`src/rtl/ip_checksum_stream.sv`:
```
// Streaming RFC 1071 Internet checksum engine: byte-enabled beats, frame seed,
// three registered stages (beat sum, accumulate, result) and one strobe per frame.
module ip_checksum_stream #(
  parameter int DATA_BYTES = 4
) (
  input  logic                    clk,
  input  logic                    reset,
  input  logic                    dv,
  input  logic                    sof,
  input  logic                    eof,
  input  logic [8*DATA_BYTES-1:0] data,
  input  logic [DATA_BYTES-1:0]   keep,
  input  logic [15:0]             seed,
  output logic                    checksum_valid,
  output logic [15:0]             checksum,
  output logic                    csum_ok,
  output logic [15:0]             byte_count
);

  function automatic logic [15:0] fold17(input logic [15:0] a, input logic [15:0] b);
    logic [16:0] s;
    s = {1'b0, a} + {1'b0, b};
    return s[15:0] + {15'd0, s[16]};
  endfunction

  // Two passes are enough: after the first, a carry implies a tiny low half.
  function automatic logic [15:0] fold20(input logic [19:0] s);
    logic [16:0] f;
    f = {1'b0, s[15:0]} + {13'd0, s[19:16]};
    return f[15:0] + {15'd0, f[16]};
  endfunction

  function automatic logic [3:0] popcount(input logic [DATA_BYTES-1:0] k);
    logic [3:0] n;
    n = 4'd0;
    for (int i = 0; i < DATA_BYTES; i++) begin
      n = n + {3'd0, k[i]};
    end
    return n;
  endfunction

  logic        in_frame_q, in_frame_d;
  logic        odd_q, odd_d;
  logic        accept_s, start_odd_s;
  logic [19:0] raw_sum_s;
  logic [15:0] folded_s, beat_sum_s;
  logic [3:0]  pop_s;

  logic        s1_valid_q, s1_sof_q, s1_eof_q;
  logic [15:0] s1_seed_q, s1_sum_q;
  logic [3:0]  s1_pop_q;

  logic [15:0] acc_q, acc_d, cnt_q, cnt_d;
  logic        s2_eof_q;

  logic        valid_q, ok_q;
  logic [15:0] csum_q, bc_q;

  // Beat acceptance, framing/parity next state and the folded beat sum.
  always_comb begin
    accept_s    = dv & (sof | in_frame_q);
    pop_s       = popcount(keep);
    start_odd_s = sof ? 1'b0 : odd_q;
    raw_sum_s   = 20'd0;
    for (int i = 0; i < DATA_BYTES; i++) begin
      raw_sum_s = raw_sum_s + (!keep[i] ? 20'd0 :
                  (((DATA_BYTES - 1 - i) % 2) == 0) ? {4'd0, data[8*i +: 8], 8'd0}
                                                    : {12'd0, data[8*i +: 8]});
    end
    folded_s   = fold20(raw_sum_s);
    // A beat starting at an odd frame offset has its lanes in the opposite byte positions.
    beat_sum_s = start_odd_s ? {folded_s[7:0], folded_s[15:8]} : folded_s;
    if (accept_s) begin
      in_frame_d = ~eof;
      odd_d      = start_odd_s ^ pop_s[0];
    end else begin
      in_frame_d = in_frame_q;
      odd_d      = odd_q;
    end
  end

  // Framing state and stage 1 beat register.
  always_ff @(posedge clk) begin
    if (reset) begin
      in_frame_q <= 1'b0;
      odd_q      <= 1'b0;
      s1_valid_q <= 1'b0;
      s1_sof_q   <= 1'b0;
      s1_eof_q   <= 1'b0;
      s1_seed_q  <= 16'd0;
      s1_sum_q   <= 16'd0;
      s1_pop_q   <= 4'd0;
    end else begin
      in_frame_q <= in_frame_d;
      odd_q      <= odd_d;
      s1_valid_q <= accept_s;
      if (accept_s) begin
        s1_sof_q  <= sof;
        s1_eof_q  <= eof;
        s1_seed_q <= seed;
        s1_sum_q  <= beat_sum_s;
        s1_pop_q  <= pop_s;
      end
    end
  end

  // Stage 2 accumulate next state: a tagged sof restarts from the seed.
  always_comb begin
    acc_d = fold17(s1_sof_q ? s1_seed_q : acc_q, s1_sum_q);
    cnt_d = (s1_sof_q ? 16'd0 : cnt_q) + {12'd0, s1_pop_q};
  end

  // Stage 2 accumulator and stage 3 result registers.
  always_ff @(posedge clk) begin
    if (reset) begin
      acc_q    <= 16'd0;
      cnt_q    <= 16'd0;
      s2_eof_q <= 1'b0;
      valid_q  <= 1'b0;
      csum_q   <= 16'd0;
      ok_q     <= 1'b0;
      bc_q     <= 16'd0;
    end else begin
      if (s1_valid_q) begin
        acc_q <= acc_d;
        cnt_q <= cnt_d;
      end
      s2_eof_q <= s1_valid_q & s1_eof_q;
      valid_q  <= s2_eof_q;
      if (s2_eof_q) begin
        csum_q <= ~acc_q;
        ok_q   <= (acc_q == 16'hFFFF);
        bc_q   <= cnt_q;
      end
    end
  end

  assign checksum_valid = valid_q;
  assign checksum       = csum_q;
  assign csum_ok        = ok_q;
  assign byte_count     = bc_q;

endmodule

```
`config.mk`:
```
export PLATFORM = sky130hd
export DESIGN_NAME = ip_checksum_stream
export DESIGN_NICKNAME = d
export VERILOG_FILES = /design/src/rtl/ip_checksum_stream.sv
export SDC_FILE = /design/constraint.sdc
export NUM_CORES = 1
export LEC_CHECK = 0
export BUFFER_PORTS_ARGS = -buffer_cell sky130_fd_sc_hd__buf_2
export CAP_MARGIN = 20
export CORE_ASPECT_RATIO = 0.8
export CORE_MARGIN = 2
export CORE_UTILIZATION = 53
export DETAILED_ROUTE_END_ITERATION = 8
export PLACE_DENSITY = 0.87
export SYNTH_ARGS = -nofsm -noshare
export SYNTH_HDL_FRONTEND = slang
export SYNTH_SLANG_ARGS = --single-unit
```
`constraint.sdc`:
```
create_clock -name clk -period 5.4 [get_ports clk]
set_input_delay 0.81 -clock clk [delete_from_list [all_inputs] [get_ports clk]]
set_output_delay 0.81 -clock clk [all_outputs]
set_load 0.1 [all_outputs]
```
==> results of run 1 <==
state kept, by name, summed over array words and instances, names as in the netlist:
| name | cells |
|---|---|
| acc_q | 16 |
| byte_count | 16 |
| checksum | 16 |
| cnt_q | 16 |
| s1_seed_q | 16 |
| s1_sum_q | 16 |
| s1_pop_q | 3 |
| checksum_valid | 1 |
| csum_ok | 1 |
| in_frame_q | 1 |
| odd_q | 1 |
| s1_eof_q | 1 |
| s1_sof_q | 1 |
| s1_valid_q | 1 |
| s2_eof_q | 1 |
metrics by stage:
step / area [um^2] / power (mW) / std cells / utilization (%) / setup TNS (ns)
2_1_floorplan: 7270 / 1.16 / 898 / - / -0.574
3_3_place_gp: 8190 / 1.28 / 1174 / 62.7 / -2.24
3_5_place_dp: 8190 / 1.29 / 1174 / 62.7 / -4.96
4_1_cts: 8520 / 1.94 / 1193 / 65.3 / -0.00221
5_1_grt: 8740 / 2.06 / 1201 / 67.0 / -1.95
6_report: 8740 / 1.97 / 1201 / 67.0 / -0.367
area by class of cell:
type,count,area (um^2)
multi-input cells,716,4960
fillers,1020,4310
flip-flops and latches,107,2140
repair buffers,154,1000
clock buffers,12,236
well taps,175,219
inverters,33,124
clock inverters,4,58.8
layer usage:
| layer | vias up | routed length (um) | track usage, % |
|---|---|---|---|
| li1 | 3370 | - | - |
| met1 | 3213 | 8850 | 34.5 |
| met2 | 241 | 8810 | 42.5 |
| met3 | 35 | 1110 | 4.50 |
| met4 | 0 | 296 | 5.56 |
| met5 | - | 0 | 0 |
power groups by stage:
stage          combinational (mW)  clock [mW]  sequential (mW)
2_1_floorplan               0.309           0            0.852
3_3_place_gp                0.426           0            0.853
3_5_place_dp                0.436           0            0.854
4_1_cts                     0.442       0.661            0.837
5_1_grt                     0.519       0.698            0.840
6_report                    0.475       0.659            0.838
cells in the final DEF (no fill, tap or decap), types with 4 or more instances in the layout:
cell type    n
a211o_1      4
a211oi_1    20
a21o_1      12
a21oi_1     61
and2_1      35
and3_1       6
buf_2       87
buf_4       62
clkbuf_16   11
dfxtp_1    106
ha_1        35
ha_4         7
inv_1       33
mux2i_1     42
nand2_1    114
nand2b_1     9
nand3_1     13
nand4_1     12
nor2_1     108
nor2b_1     11
nor3_1      16
nor3b_1      4
nor4_1       5
o211ai_1    11
o21a_1       4
o21ai_0     38
o21bai_1     4
xnor2_1     34
xor2_1      31
final timing paths:
kind / to / start / depth (start not counted) / slack (ns)
min reg2reg: s2_eof_q$_SDFF_PP0_ / s1_eof_q$_SDFFE_PP0P_ / 2 / 0.44
min: s2_eof_q$_SDFF_PP0_ / s1_eof_q$_SDFFE_PP0P_ / 2 / 0.44
max reg2reg: acc_q[11]$_SDFFE_PP0P_ / s1_sof_q$_SDFFE_PP0P_ / 20 / 0.45
max: s1_sum_q[13]$_SDFFE_PP0P_ / data[4] / 28 / -0.26
cells by family after synthesis:
group / Yosys count
and+or+nand+nor: 360
AOI/OAI and AO/OA: 196
DFF: 107
buffers and inverters: 75
xor gates and xnor gates: 69
adders and majority gates: 47
muxes: 44
worst max-delay path: stages:
cell	delay, ns
buf_2	0.10
and2_1	0.19
ha_4	0.29
nand2_1	0.06
o31a_4	0.37
a21oi_4	0.16
a211o_1	0.15
a21oi_2	0.05
nor2_1	0.10
o21ai_1	0.07
nand2b_1	0.11
ha_2	0.22
ha_4	0.14
o211ai_1	0.12
nor4_4	0.37
nand4_4	0.17
nor3_4	0.17
and3_4	0.21
ha_4	0.14
and3_4	0.20
nand3_4	0.08
or2_4	0.27
a221o_1	0.34
buf_4	0.17
a211oi_2	0.19
xnor2_1	0.19
nand2_1	0.15
a211oi_2	0.30
repair_timing:
| item | in CTS | in global routing |
|---|---|---|
| gates resized for setup | 5 | 20 |
| pin swaps | 12 | 12 |
| gates cloned | 0 | 2 |
| buffers inserted | 3 | 5 |
| endpoints found under the hold margin | 0 | 0 |
| endpoints found under the setup margin | 10 | 12 |
==> run metrics, run 1 <==
Final min period 5.66 ns; Synth Area in Compound Gates 18.5%; Post-DP HPWL ~13 mm; failing checks setup timing; Hold WS between 0.4 and 0.5 ns; DRC violations left 0; simple logic cell fraction of the synthesized area about a quarter; CP Data Arrival Time 5.90 ns; internal power roughly 1.4 mW; combinational family with the most area after synthesis simple AND/OR/NAND/NOR gates; worst min path class flop to flop; prevailing post-synth register cell dfxtp_1; Die Y 108 um; initial antenna violation count 0; via-per-instance ratio 5.71; setup violators final 4; ys async rst share 0%; Sequential Power Share 42.5%; Synth Area in Adders 8.61%; post-synthesis mux area share under 10%; wire per inst 15.9 um; DR pass1 iterations 5; initial DRC count 513; standard-cell rows 37; area leader, netlist dfxtp_1; Yosys cell types between 60 and 70; layout cells sized above 1 between 20% and 30%; Max H-tree Level 3; CTS Hold Buffers Added 0; worst-path fanout max 3; Rel. slew slack between 20 and 30%; Max-cap violations 0; worst endpoint required time 5.64 ns; drt total wl 19.1 mm; Clock transition at path regs ~0.07 ns; routed vias 6859; Final Wtd Congestion 0.949; # diodes 0; #FFs+latches synth 107; max-slew violations 0; Psw 0.590 mW; Tot GR Track Use 25.4%; core area 13100 um^2; syn nets 1002; ranking of synthesized cells by area dfxtp_1 30%, ha_1 7.5%, nand2_1 6.0%; startpoint types primary input; Post-Synth XOR/XNOR Area 8.95%; deepest clock path buffer count 2; status complete, but fails checks; nets 1125; Final Skew 0.00722 ns; Avg Cell Area, Syn ~8 um^2; most frequent cell after synthesis nand2_1; worst skew pair latency about 0.34 ns; Seq/Total Area, Yosys around 30%; Max IR drop VDD 0.000175 V; synthesis warning total 0; CTS root buffer clkbuf_16; RSZ-0062 raised after global routing yes; Post-Syn Instances 898; CTS buffer count 9; area grow syn2layout 21.9%; GR Overflow Total 0; switching fraction of total power 29.9%; cell leakage power 3.62 nW; EDFF count, synth 0; Crit Path Class primary input to flop; list of most frequent post-synthesis cells 114 x nand2_1, 108 x nor2_1, 107 x dfxtp_1, 62 x a21oi_1, 43 x ha_1; worst slack, placed -0.482 ns; full die area 14500 um^2; final worst path period share 105%; Clock power frac 33.4%; largest net degree at the start of global routing 57; Starting Density between 50% and 60%; Mapped Area approximately 7200 um^2; Comb pwr share 24.1%; CP Capture Type flop; Max Clk Rate 177 MHz; number of global-route vias before repair 6398; die span in x 134 um; CTS sink count 107; Final ANT Viol Nets 0; setup ws final -0.264 ns; IO Pins 91; endpoints failing hold 0; port bufs 90; Pwr per Cell Area 225 nW/um^2; area share of the largest cell type after synthesis 29.9%; Slew @ Worst Pin 1.07 ns; CTS tree built; first-pass GRT wire length ~30 mm
No activity file was read; power rests on OpenSTA's default activity.
==> run 2: changes to the inputs <==
--- a/config.mk
+++ b/config.mk
@@ -11,6 +11,7 @@
 export CORE_MARGIN = 2
 export CORE_UTILIZATION = 53
 export DETAILED_ROUTE_END_ITERATION = 8
+export GPL_TIMING_DRIVEN = 0
 export PLACE_DENSITY = 0.87
 export SYNTH_ARGS = -nofsm -noshare
 export SYNTH_HDL_FRONTEND = slang
==> run metrics, run 2 (synthesis results as in run 1) <==
status complete, but fails checks (unchanged); failing checks setup timing (unchanged); Tot Pwr 1.94 mW (was 1.97 mW); DR pass1 iterations 6 (was 5); worst endpoint required time 5.67 ns (was 5.64 ns); initial antenna violation count 0 (unchanged); standard-cell rows 37 (unchanged); Pwr per Cell Area 223 nW/um^2 (was 225 nW/um^2); initial DRC count 704 (was 513); nets 1126 (was 1125); endpoints failing hold 0 (unchanged); commonest non-fill, non-tap cell in the layout nand2_1 (unchanged); max-slew violations 0 (unchanged); setup violators final 10 (was 4); dpl cell area 7940 um^2 (was 8190 um^2); GR Overflow Total 0 (unchanged); Sequential Power Share 43.0% (was 42.5%); final worst path period share 104% (was 105%); via-per-instance ratio 5.82 (was 5.71); Final Skew 0.00951 ns (was 0.00722 ns); routed vias 6998 (was 6859); switching fraction of total power 31.2% (was 29.9%); CTS Hold Buffers Added 0 (unchanged); Max-cap violations 0 (unchanged); Final min period 5.63 ns (was 5.66 ns); Crit Path Class primary input to flop (unchanged); layout cells sized above 1 19.3% (was 21.1%); Hold Startpoint s1_eof_q$_SDFFE_PP0P_ (unchanged); Worst R2R Path Depth 25 (was 20); full die area 14500 um^2 (unchanged); Starting Density 55.0% (unchanged); CP peak stage delay 0.41 ns (was 0.37 ns); DRC violations left 0 (unchanged); Max H-tree Level 3 (unchanged); area grow syn2layout 21.3% (was 21.9%); Final Wtd Congestion 0.881 (was 0.949); Clock transition at path regs 0.07 ns (about the same); core area 13100 um^2 (unchanged); startpoint types primary input (unchanged); Max Clk Rate 178 MHz (was 177 MHz); worst skew pair latency 0.36 ns (was 0.34 ns); Die Y 108 um (unchanged); # diodes 0 (unchanged); Slew @ Worst Pin 0.826 ns (was 1.07 ns); first-pass GRT wire length 30.8 mm (was 30.2 mm); Tot GR Track Use 26.2% (was 25.4%); crit-path leading delay family simple AND/OR/NAND/NOR gates (unchanged); Worst path slowest cell nor4_4 (was o31a_4); CP Capture Type flop (unchanged); fill cell count 1024 (was 1020); Max IR drop VDD 0.000177 V (was 0.000175 V); IO Pins 91 (unchanged); port bufs 89 (was 90); Final ANT Viol Nets 0 (unchanged); die span in x 134 um (unchanged); internal power 1.34 mW (was 1.38 mW); Hold Path Sink s2_eof_q$_SDFF_PP0_ (unchanged); Post-DP HPWL 13.8 mm (was 13.3 mm); worst-path fanout max 4 (was 3); largest net degree at the start of global routing 18 (was 57); flop-to-flop setup slack 0.41 ns (was 0.45 ns); RSZ-0062 raised after global routing yes (unchanged); hold depth 2 (unchanged); Rel. slew slack 44.9% (was 28.9%); Reg-to-Reg Start s1_sof_q$_SDFFE_PP0P_ (unchanged); drt total wl 19.9 mm (was 19.1 mm); wire per inst 16.6 um (was 15.9 um); setup ws final -0.226 ns (was -0.264 ns); Reg-to-Reg End acc_q[11]$_SDFFE_PP0P_ (unchanged); most frequent cells in the layout 113 x nand2_1, 107 x dfxtp_1, 106 x nor2_1 (was 114 x nand2_1, 108 x nor2_1, 106 x dfxtp_1); cell leakage power 3.50 nW (was 3.62 nW); CTS root buffer clkbuf_16 (unchanged); deepest clock path buffer count 2 (unchanged); Clock power frac 32.6% (was 33.4%); Comb pwr share 24.3% (was 24.1%); Psw 0.606 mW (was 0.590 mW); worst min path class flop to flop (unchanged); CTS sink count 107 (unchanged); CP Data Arrival Time 5.90 ns (about the same); cell depth of the worst setup path 28 (unchanged); WP buf/inv 2 (unchanged); CTS tree built (unchanged); number of global-route vias before repair 6446 (was 6398); CTS buffer count 9 (unchanged); Final Cell Area 8700 um^2 (was 8740 um^2)
-- run 2: changes by cell type in the layout (fill, tap and decap cells not counted), moves of 3 or more --
cell and change:
buf_1 +6, buf_4 -41, a21oi_2 +3, clkbuf_2 +3, clkbuf_1 +30, ha_1 -4, a21oi_1 -3
-- run 2: timing repair --
action	4_1_cts	5_1_grt
resized for setup	24	32
pin swaps	23	20
endpoints found under the setup margin	16	25
cloned	1	1
setup buffers	18	5
-- run 2: worst max-delay path by stage --
stage	slack, ns	start	end
detailed placement	-1.07	keep[0]	s1_sum_q[6]$_SDFFE_PP0P_
finish	-0.23	keep[0]	s1_sum_q[6]$_SDFFE_PP0P_
CTS	-0.03	keep[0]	s1_sum_q[7]$_SDFFE_PP0P_
global placement	-1.04	keep[0]	s1_sum_q[6]$_SDFFE_PP0P_
floorplan	-0.16	data[16]	s1_sum_q[6]$_SDFFE_PP0P_
global route	-0.39	keep[0]	s1_sum_q[6]$_SDFFE_PP0P_
-- run 2: layout make-up --
class,instances,area [um^2],share of cell area [%]
tap,175,219,2.52
multi-input combinational,716,5060,58.1
timing repair buffer,114,713,8.19
buffer,41,165,1.90
inverter,33,124,1.42
clock inverter,4,35.0,0.403
sequential,107,2140,24.6
clock buffer,12,246,2.83
-- run 2: power groups by stage --
stage	Clock (mW)	Sequential [mW]	Combinational, mW
after floorplan	0	0.852	0.309
after global placement	0	0.852	0.401
after detailed placement	0	0.852	0.411
after CTS	0.629	0.835	0.438
after global routing	0.660	0.838	0.512
final	0.634	0.836	0.473
-- run 2: stage by stage --
| step | std cells | hold WS (ns) | setup WS, ns | setup TNS (ns) | util [%] |
|---|---|---|---|---|---|
| global placement | 1162 | 0.426 | -1.04 | -11.93 | 60.8 |
| CTS | 1196 | 0.450 | -0.0263 | -0.0756 | 65.2 |
| floorplan | 898 | 0.419 | -0.160 | -0.574 | - |
| finish | 1202 | 0.446 | -0.226 | -1.40 | 66.7 |
| global route | 1202 | 0.477 | -0.385 | -3.30 | 66.7 |
| detailed placement | 1162 | 0.446 | -1.07 | -12.79 | 60.8 |
-- run 2: worst reg2reg max path: stages, from the launching register on --
cell and delay (ns):
dfxtp_1 0.30, clkbuf_1 0.17, clkbuf_2 0.26, clkbuf_2 0.25
nand2_1 0.09, o21ai_0 0.10, ha_1 0.23, fa_1 0.42
a21o_1 0.20, a21oi_2 0.21, o21ai_0 0.13, a31oi_2 0.26
a21oi_1 0.16, a21o_1 0.24, a21oi_2 0.19, nor2b_1 0.07
o21ai_0 0.15, nand2b_1 0.08, ha_1 0.22, and3_1 0.20
and3_1 0.20, clkbuf_1 0.21, nand4_1 0.18, xor2_1 0.19
mux2i_1 0.11, nor2_1 0.13
-- run 2: per-layer routing --
metal,GRT usage (%),up-vias,part of all wire (%)
met2,43.3,299,46
met3,4.31,39,7.4
met1,36.7,3283,45
met5,0,-,0
met4,4.96,0,1.7
li1,-,3377,-
==> run 3: changes to the inputs <==
--- a/config.mk
+++ b/config.mk
@@ -12,7 +12,7 @@
 export CORE_UTILIZATION = 53
 export DETAILED_ROUTE_END_ITERATION = 8
 export GPL_TIMING_DRIVEN = 0
-export PLACE_DENSITY = 0.87
+export PLACE_DENSITY = 0.77
 export SYNTH_ARGS = -nofsm -noshare
 export SYNTH_HDL_FRONTEND = slang
 export SYNTH_SLANG_ARGS = --single-unit
==> constraint.sdc (replaced) <==
create_clock -name clk -period 5.4 [get_ports clk]
set_input_delay 1.08 -clock clk [delete_from_list [all_inputs] [get_ports clk]]
set_output_delay 1.08 -clock clk [all_outputs]
set_load 0.1 [all_outputs]
==> run metrics, run 3 (synthesis results as in run 1) <==
worst skew pair latency 0.35 ns (was 0.36 ns); drt total wl 19.1 mm (was 19.9 mm); internal power 1.44 mW (was 1.34 mW); startpoint types primary input (unchanged); core area 13100 um^2 (unchanged); Max IR drop VDD 0.000178 V (was 0.000177 V); full die area 14500 um^2 (unchanged); Clock power frac 35.5% (was 32.6%); fill cell count 1050 (was 1024); Worst path slowest cell nor4_4 (unchanged); initial DRC count 466 (was 704); CTS Hold Buffers Added 0 (unchanged); RSZ-0062 raised after global routing yes (unchanged); IO Pins 91 (unchanged); CTS root buffer clkbuf_16 (unchanged); setup violators final 15 (was 10); Max-cap violations 0 (unchanged); layout cells sized above 1 19.9% (was 19.3%); port bufs 89 (unchanged); Finished Layout Cells 1207 (was 1202); most frequent cells in the layout 114 x nand2_1, 108 x nor2_1, 107 x dfxtp_1 (was 113 x nand2_1, 107 x dfxtp_1, 106 x nor2_1); setup ws final -0.473 ns (was -0.226 ns); CTS tree built (unchanged); CP peak stage delay 0.41 ns (about the same); Tot GR Track Use 26.5% (was 26.2%); routed vias 6830 (was 6998); max-slew violations 0 (unchanged); area grow syn2layout 23.1% (was 21.3%); largest net degree at the start of global routing 17 (was 18); Psw 0.590 mW (was 0.606 mW); via-per-instance ratio 5.66 (was 5.82); Post-DP HPWL 13.9 mm (was 13.8 mm); Starting Density 55.0% (unchanged); endpoints failing hold 0 (unchanged); Final Skew 0.00609 ns (was 0.00951 ns); switching fraction of total power 29.0% (was 31.2%); first-pass GRT wire length 31.0 mm (was 30.8 mm); Final min period 5.87 ns (was 5.63 ns); dpl cells 1162 (unchanged); utilization after layout 67.6% (was 66.7%); DRC violations left 0 (unchanged); CP Capture Type flop (unchanged); Tot Pwr 2.03 mW (was 1.94 mW); CTS sink count 107 (unchanged); Die Y 108 um (unchanged); # diodes 0 (unchanged); worst endpoint required time 5.64 ns (was 5.67 ns); initial antenna violation count 0 (unchanged); cell leakage power 3.56 nW (was 3.50 nW); failing checks setup timing (unchanged); Crit Path Class primary input to flop (unchanged); Final ANT Viol Nets 0 (unchanged); worst-path fanout max 4 (unchanged); final worst path period share 109% (was 104%); CP Data Arrival Time 6.12 ns (was 5.90 ns); standard-cell rows 37 (unchanged); die span in x 134 um (unchanged); number of global-route vias before repair 6357 (was 6446); Max Clk Rate 170 MHz (was 178 MHz); Slew @ Worst Pin 0.799 ns (was 0.826 ns); nets 1132 (was 1126); Final Wtd Congestion 0.868 (was 0.881); Max H-tree Level 3 (unchanged); CTS buffer count 9 (unchanged); wire per inst 15.8 um (was 16.6 um); status complete, but fails checks (unchanged); worst min path class flop to flop (unchanged); Clock transition at path regs 0.07 ns (about the same); most used cell, CP ha_4; Comb pwr share 23.3% (was 24.3%); GR Overflow Total 0 (unchanged); commonest non-fill, non-tap cell in the layout nand2_1 (unchanged); deepest clock path buffer count 2 (unchanged); Pwr per Cell Area 230 nW/um^2 (was 223 nW/um^2); Rel. slew slack 46.7% (was 44.9%); DR pass1 iterations 5 (was 6); Sequential Power Share 41.2% (was 43.0%)
run 3: final cells by class:
class	count	area [um^2]	area share, %
multi-input combinational	716	5090	57.7
tap	175	219	2.48
timing repair buffer	121	768	8.70
sequential	107	2140	24.3
clock buffer	12	256	2.90
clock inverter	3	68.8	0.779
inverter	33	124	1.40
buffer	40	159	1.80
run 3: path summary, 6_finish.rpt:
path	start	endpoint	slack, ns	depth (start not counted)
worst max-delay path	keep[0]	s1_sum_q[15]$_SDFFE_PP0P_	-0.47	27
worst min-delay path	s1_eof_q$_SDFFE_PP0P_	s2_eof_q$_SDFF_PP0_	0.45	2
worst max register to register	s1_sof_q$_SDFFE_PP0P_	acc_q[11]$_SDFFE_PP0P_	0.39	23
worst min register to register	s1_eof_q$_SDFFE_PP0P_	s2_eof_q$_SDFF_PP0_	0.45	2
run 3: power groups by stage:
stage,Clock [mW],Sequential (mW),Combinational (mW)
detailed placement,0,0.853,0.413
finish,0.722,0.836,0.473
floorplan,0,0.852,0.309
global route,0.755,0.838,0.520
CTS,0.724,0.835,0.443
global placement,0,0.852,0.405
run 3: through the flow:
stage	area [um^2]	hold slack [ns]	setup WS [ns]	setup TNS, ns
4_1_cts	8630	0.445	-0.441	-3.68
3_3_place_gp	7940	0.424	-1.36	-17.31
3_5_place_dp	7940	0.430	-1.43	-18.00
2_1_floorplan	7270	0.419	-0.430	-2.93
5_1_grt	8830	0.461	-0.650	-8.28
6_report	8830	0.446	-0.473	-5.22
run 3: routing by layer:
| layer | track usage, % | part of all wire, % | up-vias |
|---|---|---|---|
| met5 | 0 | 0 | - |
| met4 | 5.49 | 1.2 | 0 |
| met3 | 5.02 | 7.4 | 25 |
| met2 | 40.3 | 43 | 239 |
| met1 | 39.0 | 48 | 3181 |
| li1 | - | - | 3385 |
run 3: what timing repair did:
item                                   in CTS  in global routing
cloned                                      1                  1
setup endpoints to repair                  16                 26
pin swaps                                  41                 27
buffers inserted                           22                  9
gates resized for setup                    31                 25
endpoints found under the hold margin       0                  0
run 3: worst max-delay path: cells and delay by family:
family          cells  cell delay [ns]
compound gates     10             1.69
mux                 1             0.12
simple gates       10             1.96
fa+ha+maj           4             0.82
buf+inv             1             0.24
xor+xnor            1             0.19
